$ cat src/rtl/game_pkg.sv
// game_pkg -- shared definitions for the game controller.
//   state_t      : FSM state encoding (IDLE=0, SERVE=1, PLAY=2, MISS=3, OVER=4)
//   *_DEF        : default values for the controller parameters
//   sat_inc16    : 16-bit increment that sticks at all-ones
package game_pkg;

    typedef enum logic [2:0] {
        ST_IDLE  = 3'd0,
        ST_SERVE = 3'd1,
        ST_PLAY  = 3'd2,
        ST_MISS  = 3'd3,
        ST_OVER  = 3'd4
    } state_t;

    localparam int LIVES_INIT_DEF    = 3;
    localparam int SERVE_FRAMES_DEF  = 120;
    localparam int MISS_FRAMES_DEF   = 60;
    localparam int SPEEDUP_EVERY_DEF = 8;

    localparam logic [2:0] SPEED_MAX = 3'd7;

    function automatic logic [15:0] sat_inc16(input logic [15:0] v);
        return (v == 16'hFFFF) ? v : v + 16'd1;
    endfunction

endpackage

$ cat src/rtl/game_controller_frame_timer.sv
// frame_timer -- frame_tick down-counter shared by the SERVE and MISS waits.
//   clk, reset : clock, async active-high reset
//   load       : load load_val (has priority over clear and tick)
//   clear      : force the count to zero
//   tick       : count one frame (ignored once the count is zero)
//   load_val   : number of frames to wait
//   done       : terminal flag, high on the tick that completes the wait
module frame_timer (
    input  logic       clk,
    input  logic       reset,
    input  logic       load,
    input  logic       clear,
    input  logic       tick,
    input  logic [7:0] load_val,
    output logic       done
);

    logic [7:0] count;

    // Last remaining frame is being consumed this cycle.
    assign done = tick && (count == 8'd1);

    always_ff @(posedge clk or posedge reset) begin
        if (reset)
            count <= '0;
        else if (load)
            count <= load_val;
        else if (clear)
            count <= '0;
        else if (tick && (count != 8'd0))
            count <= count - 8'd1;
    end

endmodule

$ cat src/rtl/game_controller.sv
// game_controller -- serve/play/miss/game-over sequencer for the puck game.
// Sits beside the pixel datapath; its score output drives the top-level
// score port in place of the datapath's raw collision count.
//   clk, reset  : clock, async active-high reset
//   start       : debounced start button (level)
//   frame_tick  : one pulse per video frame
//   hit, miss   : one-cycle puck/paddle events from the datapath
//   state       : FSM state encoding
//   play_en     : puck motion enable (PLAY only)
//   puck_reset  : one-cycle pulse that recentres the puck before a serve
//   speed       : puck speed level 1..7
//   lives       : remaining lives
//   score       : hits this game (saturating)
//   high_score  : best score since reset
//   game_over   : high while in OVER
module game_controller
    import game_pkg::*;
#(
    parameter int LIVES_INIT    = LIVES_INIT_DEF,
    parameter int SERVE_FRAMES  = SERVE_FRAMES_DEF,
    parameter int MISS_FRAMES   = MISS_FRAMES_DEF,
    parameter int SPEEDUP_EVERY = SPEEDUP_EVERY_DEF
) (
    input  logic        clk,
    input  logic        reset,
    input  logic        start,
    input  logic        frame_tick,
    input  logic        hit,
    input  logic        miss,
    output logic [2:0]  state,
    output logic        play_en,
    output logic        puck_reset,
    output logic [2:0]  speed,
    output logic [1:0]  lives,
    output logic [15:0] score,
    output logic [15:0] high_score,
    output logic        game_over
);

    state_t     st;
    logic       armed;     // start has been seen low since reset / last press
    logic       start_ev;
    logic [7:0] hit_cnt;

    logic       t_load, t_clear, t_tick, t_done;
    logic [7:0] t_val;

    assign state = st;

    // armed resets to 0, so a start level held through reset release must
    // first drop before it can count as a press.
    assign start_ev = start & armed;

    // Timer control. Ticks count only inside SERVE/MISS, and the timer is
    // reloaded on the transition cycle itself, so a tick landing on a
    // transition belongs to the state being left.
    always_comb begin
        t_tick  = frame_tick & ((st == ST_SERVE) || (st == ST_MISS));
        t_clear = (st == ST_IDLE) || (st == ST_OVER);
        t_load  = 1'b0;
        t_val   = 8'(SERVE_FRAMES);
        case (st)
            ST_IDLE, ST_OVER: t_load = start_ev;
            ST_MISS:          t_load = t_done;
            ST_PLAY: begin
                if (miss && (lives != 2'd1)) begin
                    t_load = 1'b1;
                    t_val  = 8'(MISS_FRAMES);
                end
            end
            default: ;
        endcase
    end

    frame_timer u_timer (
        .clk      (clk),
        .reset    (reset),
        .load     (t_load),
        .clear    (t_clear),
        .tick     (t_tick),
        .load_val (t_val),
        .done     (t_done)
    );

    always_ff @(posedge clk or posedge reset) begin
        if (reset) begin
            st         <= ST_IDLE;
            armed      <= 1'b0;
            play_en    <= 1'b0;
            puck_reset <= 1'b0;
            speed      <= '0;
            lives      <= '0;
            score      <= '0;
            high_score <= '0;
            game_over  <= 1'b0;
            hit_cnt    <= '0;
        end else begin
            armed      <= ~start;
            puck_reset <= 1'b0;
            case (st)
                ST_IDLE, ST_OVER: begin
                    if (start_ev) begin
                        st         <= ST_SERVE;
                        score      <= '0;
                        lives      <= 2'(LIVES_INIT);
                        speed      <= 3'd1;
                        hit_cnt    <= '0;
                        puck_reset <= 1'b1;
                        game_over  <= 1'b0;
                    end
                end
                ST_SERVE: begin
                    if (t_done) begin
                        st      <= ST_PLAY;
                        play_en <= 1'b1;
                    end
                end
                ST_PLAY: begin
                    // A miss in the same cycle as a hit wins; the hit is dropped.
                    if (miss) begin
                        lives   <= lives - 2'd1;
                        play_en <= 1'b0;
                        if (lives == 2'd1) begin
                            st        <= ST_OVER;
                            game_over <= 1'b1;
                            if (score > high_score)
                                high_score <= score;
                        end else begin
                            st <= ST_MISS;
                        end
                    end else if (hit) begin
                        score <= sat_inc16(score);
                        if (hit_cnt == 8'(SPEEDUP_EVERY - 1)) begin
                            hit_cnt <= '0;
                            if (speed != SPEED_MAX)
                                speed <= speed + 3'd1;
                        end else begin
                            hit_cnt <= hit_cnt + 8'd1;
                        end
                    end
                end
                ST_MISS: begin
                    if (t_done) begin
                        st         <= ST_SERVE;
                        puck_reset <= 1'b1;
                    end
                end
                default: st <= ST_IDLE;
            endcase
        end
    end

endmodule

$ cat config.mk
export PLATFORM = sky130hd
export DESIGN_NAME = game_controller
export DESIGN_NICKNAME = d
export VERILOG_FILES = /design/src/rtl/game_pkg.sv /design/src/rtl/game_controller_frame_timer.sv /design/src/rtl/game_controller.sv
export SDC_FILE = /design/constraint.sdc
export NUM_CORES = 1
export LEC_CHECK = 0
export ABC_AREA = 0
export ABC_CLOCK_PERIOD_IN_PS = 3000
export BUFFER_PORTS_ARGS = -buffer_cell sky130_fd_sc_hd__buf_4
export CORE_MARGIN = 2
export CORE_UTILIZATION = 42
export DETAILED_ROUTE_END_ITERATION = 16
export SYNTH_ARGS = -nofsm -noshare
export SYNTH_HDL_FRONTEND = slang
export SYNTH_SLANG_ARGS = --single-unit
$ cat constraint.sdc
create_clock -name clk -period 3 [get_ports clk]
set_input_delay 0.6 -clock clk [delete_from_list [all_inputs] [get_ports clk]]
set_output_delay 0.6 -clock clk [all_outputs]
set_load 0.05 [all_outputs]
==> flow_metrics.tcl <==
set metrics [dict create \
    endpoint "high_score[6]" \
    postCtsSetupBuffers 0 \
    drt-initial-drc-count 106 \
    reg2reg_slack_ns 0.44 \
    viasPerCell 5.45 \
    power_mw 2.33 \
    hold_class "primary input to asynchronous set/reset pin" \
    hold_viol 0 \
    maxCapViolCount 0 \
    worstSetupPathType "register to register" \
    ys_seq_elements 60 \
    fin_setup_tns_ns 0 \
    portBuffers 48 \
    dp_hpwl_um 5960 \
    cts_buffers 9 \
    tightest_slew_ns 0.880 \
    chipHeight_um 95.6 \
    routed-via-count 2874 \
    cts_root_buf "clkbuf_8" \
    synth_edf_count 0 \
    finalCriticalPeriod_ns 2.56 \
    rr_worst_depth 6 \
    ys.flop_type "dfrtp_1" \
    drv_slew 0 \
    clk_pin_slew_ns 0.07 \
    cts_buffer_depth 2 \
    setup_viol 0 \
    cts_resized 0 \
    cts.sinks 60 \
    critical_path_arrival_ns 2.78 \
    p_per_area_nw_per_um2 559 \
    grt_pass1_vias 2788 \
    gr-total-overflow 0 \
    ys_seq_area_share_pct 42.6 \
    rsz0062_at_grt "no" \
    drt-total-wl_um 7900 \
    cp_max_fo 16 \
    drc 0 \
    startpoint "score[14]" \
    startpoint_type "register" \
    htreeDepth 3 \
    slew_headroom_pct 41.4 \
    r2r-end "high_score[6]" \
    fin_crit_sh_pct 85.4 \
    ant_nets 0 \
    diodes 0 \
    routedWlPerCell_um 15.0 \
    multi_input_area_um2 1850 \
    avgSynthCellArea_um2 9.77 \
    fp.dieArea_um2 9140 \
    io_pins 49 \
    drt_pass1_iterations 4 \
    grtUsageTotal_pct 18.5 \
    syn_to_final_growth_pct 18.3 \
    ys_types 55 \
    drive_gt1_share_pct 23.9 \
    yosys_warnings 0 \
    worstPathRequired_ns 3.22 \
    status "finished clean" \
    coreArea_um2 8180 \
    synth_area_um2 3530 \
    ir_drop_uv 408 \
    stdcell_count 527 \
    clk_latency_ns 0.33 \
    cts_tree "yes" \
    cts_hold_buffers 0 \
    fin_skew_ns 0.00452 \
    num_rows 33 \
    antenna_found_initial 0 \
    grt_max_degree 25 \
    leakage_nw 1.95 \
    crit_path_end_kind "register" \
    seq_area_um2 1500 \
    syn-num-nets 391 \
    die_x_um 95.6 \
    place_congestion 0.898 \
    async_flop_share_pct 100 \
    layout.nets 447 \
    n_fill_cell 801 \
    reg2reg_from "score[14]" \
    start_util_pct 43.1 \
    fmax_ghz 0.390 \
    grt_pass1_wl_um 13100 \
    dp.cells 511 \
    synthCells 361 \
]
[stage by stage]
step / instance area [um^2] / hold slack (ns) / util (%) / setup WS (ns)
after floorplan: 3530 / 0.439 / - / 0.452
after global placement: 3990 / 0.476 / 48.8 / 0.503
after detailed placement: 3990 / 0.462 / 48.8 / 0.415
after CTS: 4170 / 0.262 / 51.0 / 0.388
after global routing: 4170 / 0.279 / 51.0 / 0.208
final: 4170 / 0.255 / 51.0 / 0.437
[flip-flops by register name, summed over array words and instances, names as in the netlist]
name and cells:
armed 1, hit_cnt 8, score 16, play_en 1
game_over 1, high_score 16, state 3, puck_reset 1
u_timer.count 8, speed 3, lives 2
[Yosys cell counts, types with 7 or more instances]
cell type  number  area, um^2
xor2_1          8        70.1
mux2_2         17         191
ha_1           24         300
nor2_1         35         131
a211oi_1        7        52.6
dfrtp_1        60        1500
inv_1          24        90.1
nand2_1        37         139
o21ai_0        17        85.1
nor4_1          8        50.1
nand3_1        20         100
xnor2_1        12         105
a21oi_1        13        65.1
[how the worst min path moves through the flow]
stage / from / end / slack [ns] / depth (start not counted)
floorplan: hit_cnt[7] / hit_cnt[7] / 0.44 / 1
global placement: play_en / play_en / 0.48 / 1
detailed placement: hit_cnt[7] / hit_cnt[7] / 0.46 / 1
CTS: reset / hit_cnt[3] / 0.26 / 2
global route: reset / hit_cnt[3] / 0.28 / 2
finish: reset / hit_cnt[3] / 0.26 / 2
[worst max-delay path: stages (launching register included)]
cell,delay (ns)
dfrtp_1,0.46
ha_1,0.33
nand3_1,0.12
nor4_1,0.35
o21ai_0,0.22
a31oi_4,0.56
mux2_2,0.40
[cell usage in the layout (no fill, tap or decap), types with 4 or more instances in the layout]
cell type / n
a211oi_1: 7
a21o_1: 4
a21oi_1: 13
and3_1: 5
buf_4: 55
clkbuf_8: 12
dfrtp_1: 60
ha_1: 24
inv_1: 23
mux2_2: 17
nand2_1: 37
nand3_1: 20
nand4_1: 4
nor2_1: 35
nor3_1: 6
nor4_1: 8
o21ai_0: 17
or3_1: 4
xnor2_1: 12
xor2_1: 8
[report_power, final]
| group | total [mW] | internal, mW | switching [mW] |
|---|---|---|---|
| clock | 0.678 | 0.368 | 0.310 |
| combinational | 0.620 | 0.243 | 0.377 |
| sequential | 1.03 | 0.913 | 0.119 |
| total | 2.33 | 1.52 | 0.806 |
[routing by layer]
metal  vias to the layer above  wire length, um  track usage, %
met5                         -                0               0
met4                         0              189            7.14
met1                      1378             3750            23.8
li1                       1399                -               -
met3                        13              365            4.66
met2                        84             3590            30.0
[final cells by class]
type / count / share of cell area [%]
clock buffer: 15 / 4.23
clock inverter: 1 / 0.120
inverter: 24 / 2.16
multi-input combinational: 267 / 44.4
sequential: 60 / 36.0
tap: 105 / 3.15
timing repair buffer: 55 / 9.90
[kinds of logic after synthesis]
logic type      synth area share (%)
simple gates                    21.4
mux                             5.43
fa+ha+maj                       8.52
flops                           42.6
compound gates                  12.2
xor+xnor                        4.97
buf+inv                         4.86
(Power assumes the default switching activity.)
